`src/rtl/ysyx_23060025_axi_arbiter.sv`:
```
// Two-master (IFU, LSU) to one-slave AXI-lite arbiter.
// One outstanding transaction; grant held until its response handshake.
module ysyx_23060025_axi_arbiter #(
  parameter int ADDR_LEN = 32,
  parameter int DATA_LEN = 32
) (
  input  logic                clk,
  input  logic                rstn,
  input  logic [ADDR_LEN-1:0] ifu_ar_addr_i,
  input  logic                ifu_ar_valid_i,
  output logic                ifu_ar_ready_o,
  output logic [DATA_LEN-1:0] ifu_r_data_o,
  output logic [1:0]          ifu_r_resp_o,
  output logic                ifu_r_valid_o,
  input  logic                ifu_r_ready_i,
  input  logic [ADDR_LEN-1:0] lsu_ar_addr_i,
  input  logic                lsu_ar_valid_i,
  output logic                lsu_ar_ready_o,
  output logic [DATA_LEN-1:0] lsu_r_data_o,
  output logic [1:0]          lsu_r_resp_o,
  output logic                lsu_r_valid_o,
  input  logic                lsu_r_ready_i,
  input  logic [ADDR_LEN-1:0] lsu_aw_addr_i,
  input  logic                lsu_aw_valid_i,
  output logic                lsu_aw_ready_o,
  input  logic [DATA_LEN-1:0] lsu_w_data_i,
  input  logic [3:0]          lsu_w_strb_i,
  input  logic                lsu_w_valid_i,
  output logic                lsu_w_ready_o,
  output logic [1:0]          lsu_b_resp_o,
  output logic                lsu_b_valid_o,
  input  logic                lsu_b_ready_i,
  output logic [ADDR_LEN-1:0] s_ar_addr_o,
  output logic                s_ar_valid_o,
  input  logic                s_ar_ready_i,
  input  logic [DATA_LEN-1:0] s_r_data_i,
  input  logic [1:0]          s_r_resp_i,
  input  logic                s_r_valid_i,
  output logic                s_r_ready_o,
  output logic [ADDR_LEN-1:0] s_aw_addr_o,
  output logic                s_aw_valid_o,
  input  logic                s_aw_ready_i,
  output logic [DATA_LEN-1:0] s_w_data_o,
  output logic [3:0]          s_w_strb_o,
  output logic                s_w_valid_o,
  input  logic                s_w_ready_i,
  input  logic [1:0]          s_b_resp_i,
  input  logic                s_b_valid_i,
  output logic                s_b_ready_o
);

  typedef enum logic [1:0] {
    IDLE   = 2'd0,
    IFU_RD = 2'd1,
    LSU_RD = 2'd2,
    LSU_WR = 2'd3
  } state_t;

  state_t state, nxt;
  logic   ar_done, aw_done, w_done;
  logic   ar_hs, aw_hs, w_hs, r_hs, b_hs;

  assign ar_hs = s_ar_valid_o & s_ar_ready_i;
  assign aw_hs = s_aw_valid_o & s_aw_ready_i;
  assign w_hs  = s_w_valid_o & s_w_ready_i;
  assign r_hs  = s_r_valid_i & s_r_ready_o;
  assign b_hs  = s_b_valid_i & s_b_ready_o;

  assign ifu_r_data_o = s_r_data_i;
  assign ifu_r_resp_o = s_r_resp_i;
  assign lsu_r_data_o = s_r_data_i;
  assign lsu_r_resp_o = s_r_resp_i;
  assign lsu_b_resp_o = s_b_resp_i;
  assign s_w_data_o   = lsu_w_data_i;
  assign s_w_strb_o   = lsu_w_strb_i;
  assign s_aw_addr_o  = lsu_aw_addr_i;
  assign s_ar_addr_o  = (state == IFU_RD) ? ifu_ar_addr_i
                                          : lsu_ar_addr_i;

  always_ff @(posedge clk) begin
    if (rstn) begin
      state   <= IDLE;
      ar_done <= 1'b0;
      aw_done <= 1'b0;
      w_done  <= 1'b0;
    end else begin
      state <= nxt;
      // every grant is entered from IDLE, so clearing here covers entry
      if (state == IDLE) begin
        ar_done <= 1'b0;
        aw_done <= 1'b0;
        w_done  <= 1'b0;
      end else begin
        ar_done <= ar_done | ar_hs;
        aw_done <= aw_done | aw_hs;
        w_done  <= w_done | w_hs;
      end
    end
  end

  always_comb begin
    nxt = state;
    case (state)
      IDLE: begin
        if (lsu_aw_valid_i | lsu_w_valid_i) nxt = LSU_WR;
        else if (lsu_ar_valid_i)            nxt = LSU_RD;
        else if (ifu_ar_valid_i)            nxt = IFU_RD;
      end
      IFU_RD, LSU_RD: if (r_hs) nxt = IDLE;
      LSU_WR:         if (b_hs) nxt = IDLE;
      default:        nxt = IDLE;
    endcase
  end

  always_comb begin
    ifu_ar_ready_o = 1'b0;
    ifu_r_valid_o  = 1'b0;
    lsu_ar_ready_o = 1'b0;
    lsu_r_valid_o  = 1'b0;
    lsu_aw_ready_o = 1'b0;
    lsu_w_ready_o  = 1'b0;
    lsu_b_valid_o  = 1'b0;
    s_ar_valid_o   = 1'b0;
    s_r_ready_o    = 1'b0;
    s_aw_valid_o   = 1'b0;
    s_w_valid_o    = 1'b0;
    s_b_ready_o    = 1'b0;
    case (state)
      IFU_RD: begin
        s_ar_valid_o   = ifu_ar_valid_i & ~ar_done;
        ifu_ar_ready_o = s_ar_ready_i & ~ar_done;
        ifu_r_valid_o  = s_r_valid_i;
        s_r_ready_o    = ifu_r_ready_i;
      end
      LSU_RD: begin
        s_ar_valid_o   = lsu_ar_valid_i & ~ar_done;
        lsu_ar_ready_o = s_ar_ready_i & ~ar_done;
        lsu_r_valid_o  = s_r_valid_i;
        s_r_ready_o    = lsu_r_ready_i;
      end
      LSU_WR: begin
        s_aw_valid_o   = lsu_aw_valid_i & ~aw_done;
        lsu_aw_ready_o = s_aw_ready_i & ~aw_done;
        s_w_valid_o    = lsu_w_valid_i & ~w_done;
        lsu_w_ready_o  = s_w_ready_i & ~w_done;
        lsu_b_valid_o  = s_b_valid_i;
        s_b_ready_o    = lsu_b_ready_i;
      end
      default: ;
    endcase
  end

endmodule

```
`config.mk`:
```
export PLATFORM = sky130hd
export DESIGN_NAME = ysyx_23060025_axi_arbiter
export DESIGN_NICKNAME = d
export VERILOG_FILES = /design/src/rtl/ysyx_23060025_axi_arbiter.sv
export SDC_FILE = /design/constraint.sdc
export NUM_CORES = 1
export LEC_CHECK = 0
export BUFFER_PORTS_ARGS = -buffer_cell sky130_fd_sc_hd__buf_2
export CAP_MARGIN = 10
export CORE_AREA = 2 2 143 145
export CTS_CLUSTER_SIZE = 14
export DETAILED_ROUTE_END_ITERATION = 8
export DIE_AREA = 0 0 145 147
export GPL_TIMING_DRIVEN = 0
export PLACE_DENSITY = 0.44
export SLEW_MARGIN = 20
export SYNTH_ARGS = -nofsm -noshare
export SYNTH_HDL_FRONTEND = slang
export SYNTH_SLANG_ARGS = --single-unit
```
`constraint.sdc`:
```
create_clock -name clk -period 1.7 [get_ports clk]
set_input_delay 0.17 -clock clk [delete_from_list [all_inputs] [get_ports clk]]
set_output_delay 0.17 -clock clk [all_outputs]
set_load 0.03 [all_outputs]
```
### After elaboration in Yosys (flattened, before gate mapping)

Index checks and enable logic that the tools add are counted.

* bits in registers: 5
* logic and storage cells: 52

* equal/unequal tests: 6
* muxes and demuxes: 19
* bitwise gates (word level): 19
* reduce and logical (&&, ||, !) cells: 4

Operators with widths (count)
* 32-bit two-way mux: 1
* 1-bit AND: 12
* 1-bit two-way mux: 10
* 2-bit two-way mux: 5
* 2-bit one-hot mux with 3 select lines: 1
* 2-bit equality test, second input constant: 2
* 2-bit != test, second input constant: 2
* 4-bit by 3-bit != test with 1-bit output, second input constant: 1
* 1-bit bitwise OR: 4
* 1-bit one-hot mux with 2 select lines: 2
* 2-bit OR reduction: 2
* 1-bit NOT: 3
* 3-bit AND reduction: 1
* 2-bit by 1-bit equality test with 1-bit output, second input constant: 1
* 2-bit logical NOT: 1

### Depth between registers and ports, before layout

* word-level depth: 5
* mapped depth: 6
* depth with buffers taken out: 6

### Worst setup path before layout

Ideal clock, no wire load.

* kind: register to register
* start point: register state[0]
* end point: register ar_done
* setup time: 73 ps
* data arrival time: 1560 ps
* required time: 1627 ps
* path slack: 67 ps
* cell stages (with the launch flop): 7
* buffers on the path: 0
* cell sequence: dfxtp_1 > inv_1 > ha_1 > mux2i_1 > nor3b_2 > a21oi_1 > nor3_2

* cells in the longest elaborated chain, start to end: 4
* elaborated cells on any way between the ends: 7

RTL lines
* from (decl): RTL line 59 `state_t state, nxt;`
* from (signal assigned): RTL line 87 `state <= nxt;`
* 2-bit equality test or 2-bit by 1-bit equality test with 1-bit output (tied branches): RTL line 128 `case (state)`
* 1-bit one-hot mux with 2 select lines *: RTL line 128
* net s_ar_valid_o: RTL line 34 `output logic s_ar_valid_o,`
* 1-bit AND *: RTL line 63 `assign ar_hs = s_ar_valid_o & s_ar_ready_i;`
* 1-bit bitwise OR *: RTL line 94 `ar_done <= ar_done | ar_hs;`
* to (signal assigned): RTL line 94
* to (decl): RTL line 60 `logic ar_done, aw_done, w_done;`

Mark *: on every way through the listed nets, which the timed path passes. The rest lies on a longest branch.
A chain may end at the register's enable or synchronous reset.

### Worst setup path in the final report

* start point: register state[1]
* end point: output s_ar_addr_o[9]

* cells in the longest elaborated chain, start to end: 2

RTL lines
* 2-bit by 1-bit equality test with 1-bit output: RTL line 77 `assign s_ar_addr_o = (state == IFU_RD) ? ifu_ar_addr_i`
* 32-bit two-way mux: RTL line 77
* to (decl): RTL line 33 `output logic [ADDR_LEN-1:0] s_ar_addr_o,`

Every way passes these cells.

==> qor_table.md <==
| Item | Reported | Unit |
|---|---|---|
| Synth area leaders | sky130_fd_sc_hd__buf_4 (56%), sky130_fd_sc_hd__mux2_2 (15%), sky130_fd_sc_hd__dfxtp_1 (5.4%), sky130_fd_sc_hd__mux2_1 (4.9%), sky130_fd_sc_hd__ha_1 (4.1%) | - |
| Share of async-settable or async-resettable flops after synthesis | 0 | % |
| Switching component of the power | 0.00196 | W |
| Clk_skew | 0.297 | ps |
| P&R area growth vs syn | 120 | % |
| Most numerous cell types in the synthesized netlist | sky130_fd_sc_hd__buf_4 (138), sky130_fd_sc_hd__mux2_2 (24), sky130_fd_sc_hd__mux2_1 (8) | - |
| Die Height | 147 | um |
| Worst-Skew Late Latency | 230 | ps |
| Number of nets in the final layout | 682 | - |
| Peak VDD IR | 0.440 | mV |
| Post-DP Area | 3490 | sq um |
| Total power per unit cell area | 1040 | nW/um^2 |
| Detailed Place HPWL | 6680 | um |
| Critical Path Sink Type | primary output | - |
| Gpl congestion | 0.720 | - |
| Leakage component of the power | 2.30 | nW |
| Wire length of the first global-routing pass | 10,300 | um |
| Core region area | 19,800 | sq um |
| CTS max path bufs | 2 | - |
| Multiplexer share of the synthesized area | 20.0 | % |
| Top cell type by total area after synthesis | sky130_fd_sc_hd__buf_4 | - |
| Path depth of the worst reg2reg path | 6 | - |
| Grt ovf | 0 | - |
| Number of standard-cell rows in the floorplan | 52 | - |
| Post-Syn Area | 1850 | sq um |
| Maximum number of pins on one net before global-route repair | 11 | - |
| Critical Path AT | 1520 | ps |
| TritonCTS sink count | 5 | - |
| Result of the run | finished, final reports clean | - |
| Critical path peak fanout | 8 | - |
| Number of cells traversed by the worst hold path | 2 | - |
| H-tree lvl count | 1 | - |
| Data required time of the critical path | 1530 | ps |
| Net count after synthesis | 410 | - |
| Top-area cell type share of the netlist area | 55.9 | % |
| Synth warn | 0 | - |
| Average vias per placed instance | 2.89 | - |
| Vias in the first global route | 1,962 | - |
| Most common cell in the synthesized netlist | sky130_fd_sc_hd__buf_4 | - |
| Switching fraction of total power | 46.1 | % |
| GR met3 Demand/Resource | 1.09 | % |
| Clock buffers created by TritonCTS | 3 | - |
| Total Routed Length | 7620 | um |
| Routed wire per std cell | 9.98 | um |
| Global-route track usage on met1 | 6.91 | % |
| Final Max Tran Viols | 0 | - |
| Destination of the worst register-to-register timing path | state[0] | - |
| Detailed Routing Iterations Pass 1 | 3 | - |
| Slowest-stage cell, CP | sky130_fd_sc_hd__mux2_2 | - |
| CTS tree | yes | - |
| Layout cell share with drive strength beyond 1 | 92.9 | % |
| Remaining number of nets flagged by the antenna check after routing | 0 | - |
| Met2 Resource Use GR | 11.1 | % |
| Portion of total power attributed to the clock network | 9.1 | % |
| Period Utilization, post-route | 99.5 | % |
| Top Ports | 364 | - |
| Category of the critical setup timing path | reg2out | - |
| Die ar. | 21,300 | sq um |
| Number of setup violations in the final report | 0 | - |
| Setup tns final | 0 | ps |
| Most used flip-flop cell after synthesis | sky130_fd_sc_hd__dfxtp_1 | - |
| Startpoint kind of the worst setup timing path | flip-flop | - |
| Post-synthesis share of cell area spent on xor and xnor gates | 0 | % |
| Worst hold endpoint | ar_done | - |
| Count of state elements after synthesis | 5 | - |
| Combinational cell fraction of total power | 86.5 | % |
| Transition time at the pin with the least slew margin | 257 | ps |
| Post-Syn Instances | 222 | - |
| Fraction of the yosys area taken by sequential cells | 5.40 | % |
| Post-layout utilization of the core | 20.6 | % |
| Sequential share of power | 4.4 | % |
| Main combinational cell family by area after synthesis | buffers and inverters | - |
| Headroom to the max-slew limit | 82.8 | % |
| Final hold violation count | 0 | - |
| Type of the tightest min-delay check | in2reg | - |
| Fraction of the mapped netlist area in simple logic gates | 9.18 | % |
| Synth Area in Compound Gates | 3.58 | % |
| Grt peak-use layer | met2 | - |
| Max Fclk | 591 | MHz |
| Cell at the root of the clock tree | sky130_fd_sc_hd__clkbuf_16 | - |
| Width of the chip | 145 | um |
| Worst path cell trace | inv_2, ha_4, buf_12, clkbuf_16, mux2_2, buf_6 | - |
| Shortest period the worst path allows | 1690 | ps |
| Count of flip-flops with a built-in enable after synthesis | 0 | - |
| Worst R2R Setup Slack | 210 | ps |
| Starting density of the core | 9.34 | % |
| Area of all placed cells without fillers | 4080 | sq um |
| Unrepaired setup endpoints after global routing | true | - |
| Post-route DRC | 0 | - |
| Syn Area/Cell | 8.35 | sq um |
| Critical R2R Launch | state[0] | - |
| Number of DRC violations after detailed-routing iteration 0 | 9 | - |
| Hold_ws | 231 | ps |
| Count of vias placed by the detailed router | 2,210 | - |
| Synth cell types | 25 | - |
| Adder and majority gate portion of the synthesized area | 4.05 | % |
| Maximum capacitance violations | 0 | - |
| Largest stage delay on the critical path | 340 | ps |
| Clock slew seen by the registers of the worst setup and hold paths | 30 | ps |
| Global routing usage summed across all routing layers | 5.98 | % |
| Internal power summed over all cells | 0.00229 | W |
| Number of antenna violations at the first check in global routing | 1 | - |
| I/O Buffers | 259 | - |
| Launch instance of the worst min-delay path | rstn | - |
==> worst max-delay path by stage <==
| stage | start | to |
|---|---|---|
| 6_report | state[1] | s_ar_addr_o[9] |
| 5_1_grt | state[1] | s_ar_addr_o[5] |
| 4_1_cts | state[1] | s_ar_addr_o[10] |
| 3_5_place_dp | state[1] | s_ar_addr_o[23] |
| 3_3_place_gp | state[1] | s_ar_addr_o[23] |
| 2_1_floorplan | state[0] | ar_done |
==> critical path, delay by kind of cell (launching register included) <==
family     cells  cell delay (ps)
fa+ha+maj      1              130
buf+inv        4              510
flops          1              310
mux            1              340
==> layout by cell type, fill, tap and decap left out, drive strengths merged, types with 2 or more instances in the layout <==
cell type	synthesis	layout
a21oi	4	4
and2	4	4
and3b	6	6
buf	142	407
clkbuf	0	6
dfxtp	5	5
ha	6	6
inv	4	4
mux2	32	32
nand2	2	2
nand3	2	2
nor3	5	5
o32ai	2	2
==> final cells by class <==
class / instances / area (sq um)
Timing Repair Buffer: 267 / 1620
Antenna cell: 1 / 2.50
Multi-Input combinational cell: 71 / 813
Buffer: 142 / 1110
Inverter: 4 / 15.0
Tap cell: 270 / 338
Sequential cell: 5 / 105
Fill cell: 2185 / 15800
Clock buffer: 4 / 78.8
==> power groups by stage <==
stage	Combinational [W]	Clock [W]	Sequential [W]
finish	0.00368	0.000387	0.000188
global route	0.00388	0.000401	0.000192
CTS	0.00318	0.000396	0.000187
detailed placement	0.00267	0	0.000179
global placement	0.00269	0	0.000179
floorplan	0.00198	0	0.000170
==> registers in the layout, indices dropped and copies added (netlist names) <==
| name | flops |
|---|---|
| w_done | 1 |
| aw_done | 1 |
| state | 2 |
| ar_done | 1 |
==> metal layers <==
layer | wire (um) | up-vias | share of wire (%)
met5 | 0 | - | 0
met1 | 2820 | 930 | 37
met2 | 4050 | 144 | 53
met3 | 617 | 6 | 8.1
li1 | - | 1130 | -
met4 | 128 | 0 | 1.7
==> metrics by stage <==
| stage | cells | worst slack [ps] | total power [W] |
|---|---|---|---|
| floorplan | 222 | 67.1 | 0.00215 |
| CTS | 761 | 0.0679 | 0.00376 |
| detailed placement | 751 | -175 | 0.00285 |
| global placement | 751 | -180 | 0.00286 |
| finish | 764 | 9.02 | 0.00425 |
| global route | 764 | -43.4 | 0.00447 |
==> repair_timing <==
action | 4_1_cts | 5_1_grt
buffers inserted | 5 | 0
pin swaps | 1 | 1
gates cloned | 1 | 2
endpoints found under the setup margin | 35 | 30
gates resized for setup | 56 | 77
hold buffers | 0 | 0
==> cells by family after synthesis <==
logic type                 after synthesis
AOI/OAI and AO/OA                        8
adders and majority gates                6
buffers and inverters                  146
DFF                                      5
muxes                                   33
and+or+nand+nor                         24
Note: power is estimated with default switching activity, not from simulation.
